`src/rtl/mem_ctrl.sv`:
```
// Responder for the MEM-stage RAM request port and the IF fetch port: arbitrates,
// serialises each 32-bit request into byte accesses on the external RAM, pulses done.
module mem_ctrl #(
    parameter int unsigned ADDR_W = 32
) (
    input  logic              clk,
    input  logic              rst,
    input  logic              ram_r_req,
    input  logic              ram_w_req,
    input  logic [ADDR_W-1:0] ram_addr,
    input  logic [31:0]       ram_w_data,
    input  logic [3:0]        buffer_pointer,
    output logic [31:0]       ram_r_data,
    output logic              ram_done,
    input  logic              if_req,
    input  logic [ADDR_W-1:0] if_addr,
    output logic [31:0]       if_data,
    output logic              if_done,
    input  logic [7:0]        mem_din,
    output logic [7:0]        mem_dout,
    output logic [ADDR_W-1:0] mem_a,
    output logic              mem_wr
);

    localparam int unsigned CNT_W = 3;

    typedef enum logic [1:0] {
        S_IDLE  = 2'd0,
        S_READ  = 2'd1,
        S_WRITE = 2'd2,
        S_DONE  = 2'd3
    } state_t;

    state_t             r_state,   w_state_nxt;
    logic [CNT_W-1:0]   r_cnt,     w_cnt_nxt;
    logic [CNT_W-1:0]   r_len,     w_len_nxt;
    logic [ADDR_W-1:0]  r_base,    w_base_nxt;
    logic [31:0]        r_wdata,   w_wdata_nxt;
    logic               r_port_if, w_port_if_nxt;
    logic [CNT_W-1:0]   w_st_len;

    logic [ADDR_W-1:0]  r_mem_a,    w_mem_a_nxt;
    logic [7:0]         r_mem_dout, w_mem_dout_nxt;
    logic               r_mem_wr,   w_mem_wr_nxt;
    logic               r_ram_done, w_ram_done_nxt;
    logic               r_if_done,  w_if_done_nxt;
    logic [31:0]        r_ram_r_data;
    logic [31:0]        r_if_data;
    logic               w_cap;
    logic [1:0]         w_cap_idx;

    // Store length in bytes from the buffer pointer code; upper bits are don't-care.
    always_comb begin
        w_st_len = CNT_W'(1);
        casez (buffer_pointer)
            4'b??00: w_st_len = CNT_W'(4);
            4'b??01: w_st_len = CNT_W'(3);
            4'b??10: w_st_len = CNT_W'(2);
            default: w_st_len = CNT_W'(1);
        endcase
    end

    // State and transaction context registers.
    always_ff @(posedge clk or posedge rst) begin
        if (rst) begin
            r_state   <= S_IDLE;
            r_cnt     <= '0;
            r_len     <= '0;
            r_base    <= '0;
            r_wdata   <= '0;
            r_port_if <= 1'b0;
        end else begin
            r_state   <= w_state_nxt;
            r_cnt     <= w_cnt_nxt;
            r_len     <= w_len_nxt;
            r_base    <= w_base_nxt;
            r_wdata   <= w_wdata_nxt;
            r_port_if <= w_port_if_nxt;
        end
    end

    // Next state: data port (store over load) beats fetch; requests only sampled in IDLE.
    always_comb begin
        w_state_nxt   = r_state;
        w_cnt_nxt     = r_cnt;
        w_len_nxt     = r_len;
        w_base_nxt    = r_base;
        w_wdata_nxt   = r_wdata;
        w_port_if_nxt = r_port_if;
        unique case (r_state)
            S_IDLE: begin
                w_cnt_nxt = '0;
                if (ram_w_req) begin
                    w_state_nxt   = S_WRITE;
                    w_base_nxt    = ram_addr;
                    w_wdata_nxt   = ram_w_data;
                    w_len_nxt     = w_st_len;
                    w_port_if_nxt = 1'b0;
                end else if (ram_r_req) begin
                    w_state_nxt   = S_READ;
                    w_base_nxt    = ram_addr;
                    w_len_nxt     = CNT_W'(4);
                    w_port_if_nxt = 1'b0;
                end else if (if_req) begin
                    w_state_nxt   = S_READ;
                    w_base_nxt    = if_addr;
                    w_len_nxt     = CNT_W'(4);
                    w_port_if_nxt = 1'b1;
                end
            end
            S_READ: begin
                // Count 4 is the trailing capture-only cycle.
                if (r_cnt == CNT_W'(4)) begin
                    w_state_nxt = S_DONE;
                    w_cnt_nxt   = '0;
                end else begin
                    w_cnt_nxt = r_cnt + CNT_W'(1);
                end
            end
            S_WRITE: begin
                if (r_cnt == r_len - CNT_W'(1)) begin
                    w_state_nxt = S_DONE;
                    w_cnt_nxt   = '0;
                end else begin
                    w_cnt_nxt = r_cnt + CNT_W'(1);
                end
            end
            S_DONE:  w_state_nxt = S_IDLE;
            default: w_state_nxt = S_IDLE;
        endcase
    end

    // Outputs for the coming cycle, derived from the next state so they can be registered.
    always_comb begin
        w_mem_a_nxt    = '0;
        w_mem_dout_nxt = '0;
        w_mem_wr_nxt   = 1'b0;
        w_ram_done_nxt = 1'b0;
        w_if_done_nxt  = 1'b0;
        unique case (w_state_nxt)
            S_READ: begin
                if (w_cnt_nxt != CNT_W'(4)) begin
                    w_mem_a_nxt = w_base_nxt + ADDR_W'(w_cnt_nxt);
                end
            end
            S_WRITE: begin
                w_mem_a_nxt    = w_base_nxt + ADDR_W'(w_cnt_nxt);
                w_mem_dout_nxt = w_wdata_nxt[{w_cnt_nxt[1:0], 3'b000} +: 8];
                w_mem_wr_nxt   = 1'b1;
            end
            S_DONE: begin
                w_ram_done_nxt = ~w_port_if_nxt;
                w_if_done_nxt  = w_port_if_nxt;
            end
            default: ;
        endcase
    end

    // Read byte for address k arrives while the counter shows k+1.
    assign w_cap     = (r_state == S_READ) && (r_cnt != '0);
    assign w_cap_idx = 2'(r_cnt - CNT_W'(1));

    always_ff @(posedge clk or posedge rst) begin
        if (rst) begin
            r_mem_a      <= '0;
            r_mem_dout   <= '0;
            r_mem_wr     <= 1'b0;
            r_ram_done   <= 1'b0;
            r_if_done    <= 1'b0;
            r_ram_r_data <= '0;
            r_if_data    <= '0;
        end else begin
            r_mem_a    <= w_mem_a_nxt;
            r_mem_dout <= w_mem_dout_nxt;
            r_mem_wr   <= w_mem_wr_nxt;
            r_ram_done <= w_ram_done_nxt;
            r_if_done  <= w_if_done_nxt;
            if (w_cap) begin
                if (r_port_if) begin
                    r_if_data[{w_cap_idx, 3'b000} +: 8] <= mem_din;
                end else begin
                    r_ram_r_data[{w_cap_idx, 3'b000} +: 8] <= mem_din;
                end
            end
        end
    end

    assign mem_a      = r_mem_a;
    assign mem_dout   = r_mem_dout;
    assign mem_wr     = r_mem_wr;
    assign ram_done   = r_ram_done;
    assign if_done    = r_if_done;
    assign ram_r_data = r_ram_r_data;
    assign if_data    = r_if_data;

endmodule

```
`config.mk`:
```
export PLATFORM = sky130hd
export DESIGN_NAME = mem_ctrl
export DESIGN_NICKNAME = d
export VERILOG_FILES = /design/src/rtl/mem_ctrl.sv
export SDC_FILE = /design/constraint.sdc
export NUM_CORES = 1
export LEC_CHECK = 0
export ABC_CLOCK_PERIOD_IN_PS = 8400
export CORE_ASPECT_RATIO = 1.1
export CORE_MARGIN = 1.5
export CORE_UTILIZATION = 48
export DETAILED_ROUTE_END_ITERATION = 8
export PLACE_DENSITY_LB_ADDON = 0.05
export SLEW_MARGIN = 40
export SYNTH_ARGS = -nofsm -noshare
export SYNTH_HDL_FRONTEND = slang
export SYNTH_SLANG_ARGS = --single-unit
export TNS_END_PERCENT = 10
```
`constraint.sdc`:
```
create_clock -name clk -period 8.4 [get_ports clk]
set_input_delay 1.68 -clock clk [delete_from_list [all_inputs] [get_ports clk]]
set_output_delay 1.68 -clock clk [all_outputs]
set_load 0.1 [all_outputs]
```
; ---- Yosys cells after proc, flatten, opt, wreduce, memory -nomap -nowiden
; Index checks and enable logic that the tools add are counted.
[op_classes]
n_lt_le_gt_ge = 0
n_div = 0
add_sub_neg = 5
multipliers = 0
n_eq_ne = 11
n_bitwise = 2
n_reduce_logical = 8
shifts = 3
muxes = 31
[ops]
columns = cell, count
row1 = $mux 32, 7
row2 = $bwmux 32, 2
row3 = $pmux 32 s2, 1
row4 = $add 32x3->32, 1
row5 = $shift 8x7->32 const A, 1
row6 = $shiftx 32x6->8, 1
row7 = $shiftx 8x7->32, 1
row8 = $pmux 3 s3, 2
row9 = $mux 3, 5
row10 = $eq 2x2->1 const B, 5
row11 = $mux 2, 5
row12 = $mux 8, 1
row13 = $pmux 2 s4, 1
row14 = $mux 1, 7
row15 = $neg 5->7, 1
row16 = $eq 2x1->1 const B, 3
row17 = $reduce_and 2->1, 3
row18 = $reduce_bool 3->1, 2
row19 = $logic_not 2->1, 2
row20 = $add 3x1->3 const B, 1
row21 = $eq 3x3->1, 1
row22 = $eq 3x3->1 const B, 1
row23 = $ne 3x3->1 const B, 1
row24 = $sub 3x1->3 const B, 1
row25 = other kinds (3), 4
[word_totals]
memories = 0
romBits = 0
regBits = 180
latchBits = 0
word_cells = 73
ramBits = 0
input_bits = 113

; ---- Longest topological paths before layout
; Gate-level depths: netlist of run 1.
[logic_depth]
depth_word = 7
mapped_depth = 16
mapped_depth_nobuf = 13

; ---- Worst setup path after synthesis of run 1
; No wires, ideal clock.
[synth_timing]
kind = input port to flip-flop
startpoint = input ram_w_req
endpoint = register r_mem_a[24], in the netlist mem_a[24]
path_stages = 15
t_required_ns = 8.306
setup_time_ns = 0.094
arrival_ns = 4.536
path_slack_ns = 3.770
cell_sequence = buf_2 -> nor2_1 -> clkbuf_1 -> clkbuf_1 -> o22ai_1 -> a21oi_1 -> ha_1 -> fa_1 -> a21oi_1 -> nor3_1 -> nand4_2 -> nor3_2 -> buf_4 -> a21oi_1 -> a211oi_1
[synth_between]
elab_chain_len = 5
[synth_rtl]
columns = item, line
row1 = "start, declared", 9  ; input logic ram_w_req,
row2 = $mux 32 *, 93  ; if (ram_w_req) begin
row3 = $mux 32 *, 90  ; unique case (r_state)
row4 = named net w_base_nxt[0], 37  ; logic [ADDR_W-1:0] r_base, w_base_nxt;
row5 = $add 32x3->32 *, "143, 147"
row6 = $mux 32, 142  ; if (w_cnt_nxt != CNT_W'(4)) begin
row7 = $pmux 32 s2 *, 140  ; unique case (w_state_nxt)
row8 = named net w_mem_a_nxt[24], 42  ; logic [ADDR_W-1:0] r_mem_a, w_mem_a_nxt;
row9 = "end signal, assigned", 173  ; r_mem_a <= w_mem_a_nxt;
row10 = "end, declared", 42
; The timed path passes the listed nets; every way through them passes the cells marked *.
; A chain may end at the register's enable or synchronous reset.

; ---- Final worst setup path of run 1
[layout_timing]
startpoint = input ram_r_req
endpoint = register r_mem_a[27], in the netlist mem_a[27]
[layout_between]
elab_chain_len = 6
[layout_rtl]
columns = item, line
row1 = "start, declared", 8  ; input logic ram_r_req,
row2 = $mux 32 *, 99  ; end else if (ram_r_req) begin
row3 = $mux 32 *, 93
row4 = $mux 32 *, 90
row5 = named net w_base_nxt[1], 37
row6 = $add 32x3->32 *, "143, 147"
row7 = $mux 32, 142
row8 = $pmux 32 s2 *, 140
row9 = named net w_mem_a_nxt[27], 42
; Marks and branches as above.

==> results of run 1 <==
-- metrics by stage --
stage          utilization [%]  setup slack [ns]  cell area [um2]  hold slack, ns  instances
6_report                 63.58             2.685            10490          0.4758       1173
5_1_grt                  63.58             2.319            10490          0.5063       1173
4_1_cts                  63.49             2.542            10470          0.4814       1173
3_5_place_dp             60.05             2.084             9903          0.4654       1141
3_3_place_gp             63.23             2.242            10430          0.4620       1141
2_1_floorplan                -             1.833             8157          0.4681        755
-- flip-flops by register name, indices dropped and copies added, names as in the netlist --
register	count
ram_done	1
mem_dout	8
r_wdata	32
r_len	3
r_port_if	1
r_base	32
if_done	1
if_data	32
mem_wr	1
r_cnt	3
ram_r_data	32
mem_a	32
r_state	2
-- metal layers --
metal	vias up	GRT usage (%)	wire length (um)
li1	3089	-	-
met1	3181	30.18	8615
met2	243	40.06	10120
met3	23	5.344	1309
met4	0	7.835	365
met5	-	0	0
-- synthesized netlist by cell type (3+ instances only) --
library cell / n
a31oi_1: 7
a41oi_1: 3
o211a_1: 8
mux2_2: 40
buf_4: 7
or3_1: 5
buf_2: 12
xor2_1: 4
nor2b_1: 4
nor4_1: 4
inv_1: 18
a211oi_1: 4
o22ai_1: 28
nand3_1: 10
xnor2_1: 12
dfrtp_1: 180
buf_1: 5
a41o_1: 3
nor3_1: 10
o21ai_0: 77
nand2_1: 122
o21a_1: 3
a2bb2oi_1: 15
ha_1: 16
buf_6: 4
mux2i_1: 8
nand4_1: 4
clkbuf_1: 16
nor2_1: 44
and3_1: 6
a21oi_1: 24
and2_1: 3
o211ai_1: 3
-- area by class of cell --
type / instances / area, um2 / area share [%]
Sequential cell: 180 / 4504 / 42.95
Clock buffer: 18 / 429.2 / 4.093
Tap cell: 204 / 255.2 / 2.434
Multi-Input combinational cell: 513 / 3376 / 32.19
Inverter: 18 / 75.07 / 0.7159
Timing Repair Buffer: 226 / 1708 / 16.29
Clock inverter: 14 / 138.9 / 1.324
-- critical path: stages --
cell	delay, ns
clkdlybuf4s50_1	0.80
nor2_2	0.65
buf_4	0.33
o22ai_1	0.12
a21oi_1	0.29
ha_1	0.20
a21o_1	0.09
a21oi_1	0.11
a221oi_1	0.27
nand3_2	0.26
nor3_2	0.70
a41oi_1	0.25
a311oi_2	0.29
-- cells by family (layout without fill, tap and decap cells) --
kind of cell,Yosys count,after routing,synth area share [%]
buf+inv,62,276,3.728
xor+xnor,17,17,2.009
compound gates,197,197,16.12
mux,48,48,6.504
fa+ha+maj,17,17,2.700
flops,180,180,55.22
simple gates,234,234,13.71
-- worst paths after layout --
check,startpoint,endpoint,cells past startpoint
min in group asynchronous,rst,mem_a[11],2
hold reg to reg,ram_r_data[27],ram_r_data[27],2
setup / recovery,ram_r_req,mem_a[27],13
setup reg to reg,r_cnt[0],mem_a[27],13
hold / removal,ram_r_data[27],ram_r_data[27],2
max in group asynchronous,rst,r_wdata[28],3
==> impl_metrics.toml, run 1 <==
[outcome]
outcome = "complete, no violations"

[clocking]
ctsHtreeMaxLevel = 4
cts_root_buffer = "clkbuf_16"
cts_resized = 0
post_cts_buffers = 0
clk_latency_ns = 0.42
clock-sinks = 180
cts_tree = "built"
cts_buffers = 17
clk_pin_slew_ns = 0.07
clk_path_buf_depth = 2
cts_hold_buf = 0

[sta]
final_hold_viol_count = 0
post-route-period-util_pct = 68.03
fin_tns_setup_ns = 0
tightest_slew_ns = 0.7562
max_freq_ghz = 0.1750
finalSetupViolCount = 0
clock-skew-final_ns = 0.01120
period_minus_slack_ns = 5.715
drv_slew = 0
slew_headroom_pct = 49.43
rsz0062_at_grt = "false"

[setup_path]
crit_type = "in2reg"
critPathArrivalTime_ns = 6.05
r2r_setup_slack_ns = 4.19
cp-start-kind = "input pin"
critPathCaptureType = "register"
cp_max_fo = 17
cp.required_ns = 8.73

[placement]
place.gp.congestion = 0.8434
port_buffers = 217
hpwl_mm = 14.82

[finish]
layout_commonest_cell = "dfrtp_1"
area_growth_pct = 28.56
fillCellCount = 1349
antenna_cells = 0
fin_nets = 1086
mostFrequentLayoutCells = "dfrtp_1 (180), nand2_1 (122), clkdlybuf4s50_1 (110), buf_2 (107), o21ai_0 (77)"
drive_gt1_share_pct = 22.19

[route]
antenna_left = 0
wl_per_cell_um = 17.40
dr.pass1.iters = 5
routed_wl_mm = 20.41
vias = 6536
drc = 0
drtIter0Drc = 347
via_per_inst = 5.572

[die]
io_pins = 220
core_area_um2 = 16490
start_util_pct = 49.46
chipWidth_um = 127.3
fp-row-count = 49
dieArea_um2 = 17790
fp.dieH_um = 139.7

[synth]
synth.distinct_cells = 71
synthTopCellsByArea = "dfrtp_1 (55%), nand2_1 (5.6%), mux2_2 (5.5%)"
mappedNetlistNets = 885
avgSynthCellArea_um2 = 10.80
synth_top_area_share_pct = 55.22
syn_area_um2 = 8157
synth-main-ff-cell = "dfrtp_1"
async_flop_share_pct = 100.0
synth_cells = 755
ys_ff_latch = 180
yosysTopAreaCell = "dfrtp_1"
yosys_warnings = 0
ys_seq_area_share_pct = 55.22
synth_edf_count = 0

[global_route]
grt_max_degree = 102
grt_overflow = 0
grt_antenna_before_repair = 0
grt_pass1_wl_mm = 33.06
grt_use_total_pct = 23.71
grt_pass1_vias = 6616

[flow_run]
max_cap_violations = 0

[min_path]
hold_class = "reg2reg"
Power of run 1 is not shown: default switching activity piles up to over one toggle a cycle in this logic, so the estimate is an artifact.
==> run 2, diff against run 1 <==
- ABC_CLOCK_PERIOD_IN_PS: 8400 -> 5300
- clock period: 8.4 -> 5.3 ns (I/O delays scaled with it)
==> impl_metrics.toml, run 2 (synthesized netlist as in run 1, its figures left out) <==
[setup_path]
critPathCaptureType = "register"
r2r_cells = 14
r2r-start = "r_len[0]"
crit_path_start = "ram_r_req"
crit_type = "in2reg"
crit_path_end = "mem_a[27]"
cp_max_fo = 11
r2r_end = "mem_a[27]"
critPathArrivalTime_ns = 4.86
r2r_setup_slack_ns = 1.21
cp.required_ns = 5.63
cp-start-kind = "input pin"

[sta]
fin_tns_setup_ns = 0
max_freq_ghz = 0.2208
rsz0062_at_grt = "false"
final_hold_viol_count = 0
finalSetupViolCount = 0
drv_slew = 0
tightest_slew_ns = 0.7644
post-route-period-util_pct = 85.47
slew_headroom_pct = 48.76
clock-skew-final_ns = 0.006373
period_minus_slack_ns = 4.530

[global_route]
use_met2_pct = 41.74
grt-busiest-layer = "met2"
use_met3_pct = 6.728
grt_pass1_vias = 6817
grt_use_met1_pct = 28.72
grt_use_total_pct = 24.37
grt_antenna_before_repair = 0
grt_overflow = 0
grt_max_degree = 98
grt_pass1_wl_mm = 33.85

[clocking]
cts_root_buffer = "clkbuf_16"
cts_resized = 0
cts_hold_buf = 0
clock-sinks = 180
clk_latency_ns = 0.43
post_cts_buffers = 0
clk_path_buf_depth = 2
ctsHtreeMaxLevel = 4
cts_tree = "built"
clk_pin_slew_ns = 0.07
cts_buffers = 17

[finish]
mostFrequentLayoutCells = "dfrtp_1 (180), nand2_1 (122), clkdlybuf4s50_1 (110), buf_2 (107), o21ai_0 (77)"
area_growth_pct = 30.13
layout_commonest_cell = "dfrtp_1"
fin_nets = 1092
drive_gt1_share_pct = 22.48
antenna_cells = 0

[route]
drtIter0Drc = 303
drc = 0
via_per_inst = 5.638
dr.pass1.iters = 6
antenna_left = 0
wl_per_cell_um = 17.88
routed_wl_mm = 21.06
vias = 6641

[placement]
place.gp.congestion = 0.8242
hpwl_mm = 15.26
port_buffers = 217

[outcome]
outcome = "complete, no violations"

[die]
io_pins = 220
start_util_pct = 49.46
fp-row-count = 49
core_area_um2 = 16490
chipWidth_um = 127.3
fp.dieH_um = 139.7
dieArea_um2 = 17790

[flow_run]
max_cap_violations = 0

[min_path]
hold_class = "reg2reg"
-- run 2: worst min-delay path by stage --
stage	start	cells past startpoint	slack (ns)	to
final	ram_r_data[2]	2	0.48	ram_r_data[2]
after global routing	if_data[0]	2	0.50	if_data[0]
after CTS	if_data[0]	2	0.48	if_data[0]
after detailed placement	if_data[0]	2	0.47	if_data[0]
after global placement	if_data[1]	2	0.46	if_data[1]
after floorplan	r_wdata[21]	1	0.47	r_wdata[21]
-- run 2: metal layers --
layer  vias up  wire length [um]
met4         0               619
met3        49              1319
li1       3088                 -
met5         -                 0
met1      3253              8453
met2       251             10670
-- run 2: final cells by class --
cell class	instances	area [um2]
multi-input cells	513	3381
flip-flops and latches	180	4504
clock inverters	12	180.2
inverters	18	71.32
repair buffers	232	1789
well taps	204	255.2
fillers	1335	5878
clock buffers	19	432.9
-- run 2: critical path, stage by stage --
cell and delay, ns:
clkdlybuf4s50_1 0.57, or3b_1 0.56, o22ai_1 0.18, a21oi_1 0.14, ha_1 0.34, a21o_1 0.12
a21oi_1 0.09, a221oi_1 0.28, nand3_2 0.26, nor3_2 0.71, a41oi_1 0.24, a311oi_2 0.30
-- run 2: per-stage QoR --
stage | hold slack (ns) | std cells | setup WS [ns] | instance area [um2] | util (%)
final | 0.4775 | 1178 | 0.7703 | 10610 | 64.36
after detailed placement | 0.4656 | 1147 | 0.3938 | 9987 | 60.56
after global routing | 0.5001 | 1178 | 0.5542 | 10610 | 64.36
after global placement | 0.4597 | 1145 | 0.4822 | 10470 | 63.48
after CTS | 0.4798 | 1178 | 0.8461 | 10600 | 64.27
after floorplan | 0.4681 | 755 | 1.290 | 8160 | -
Power of run 2 is left out for the same reason.
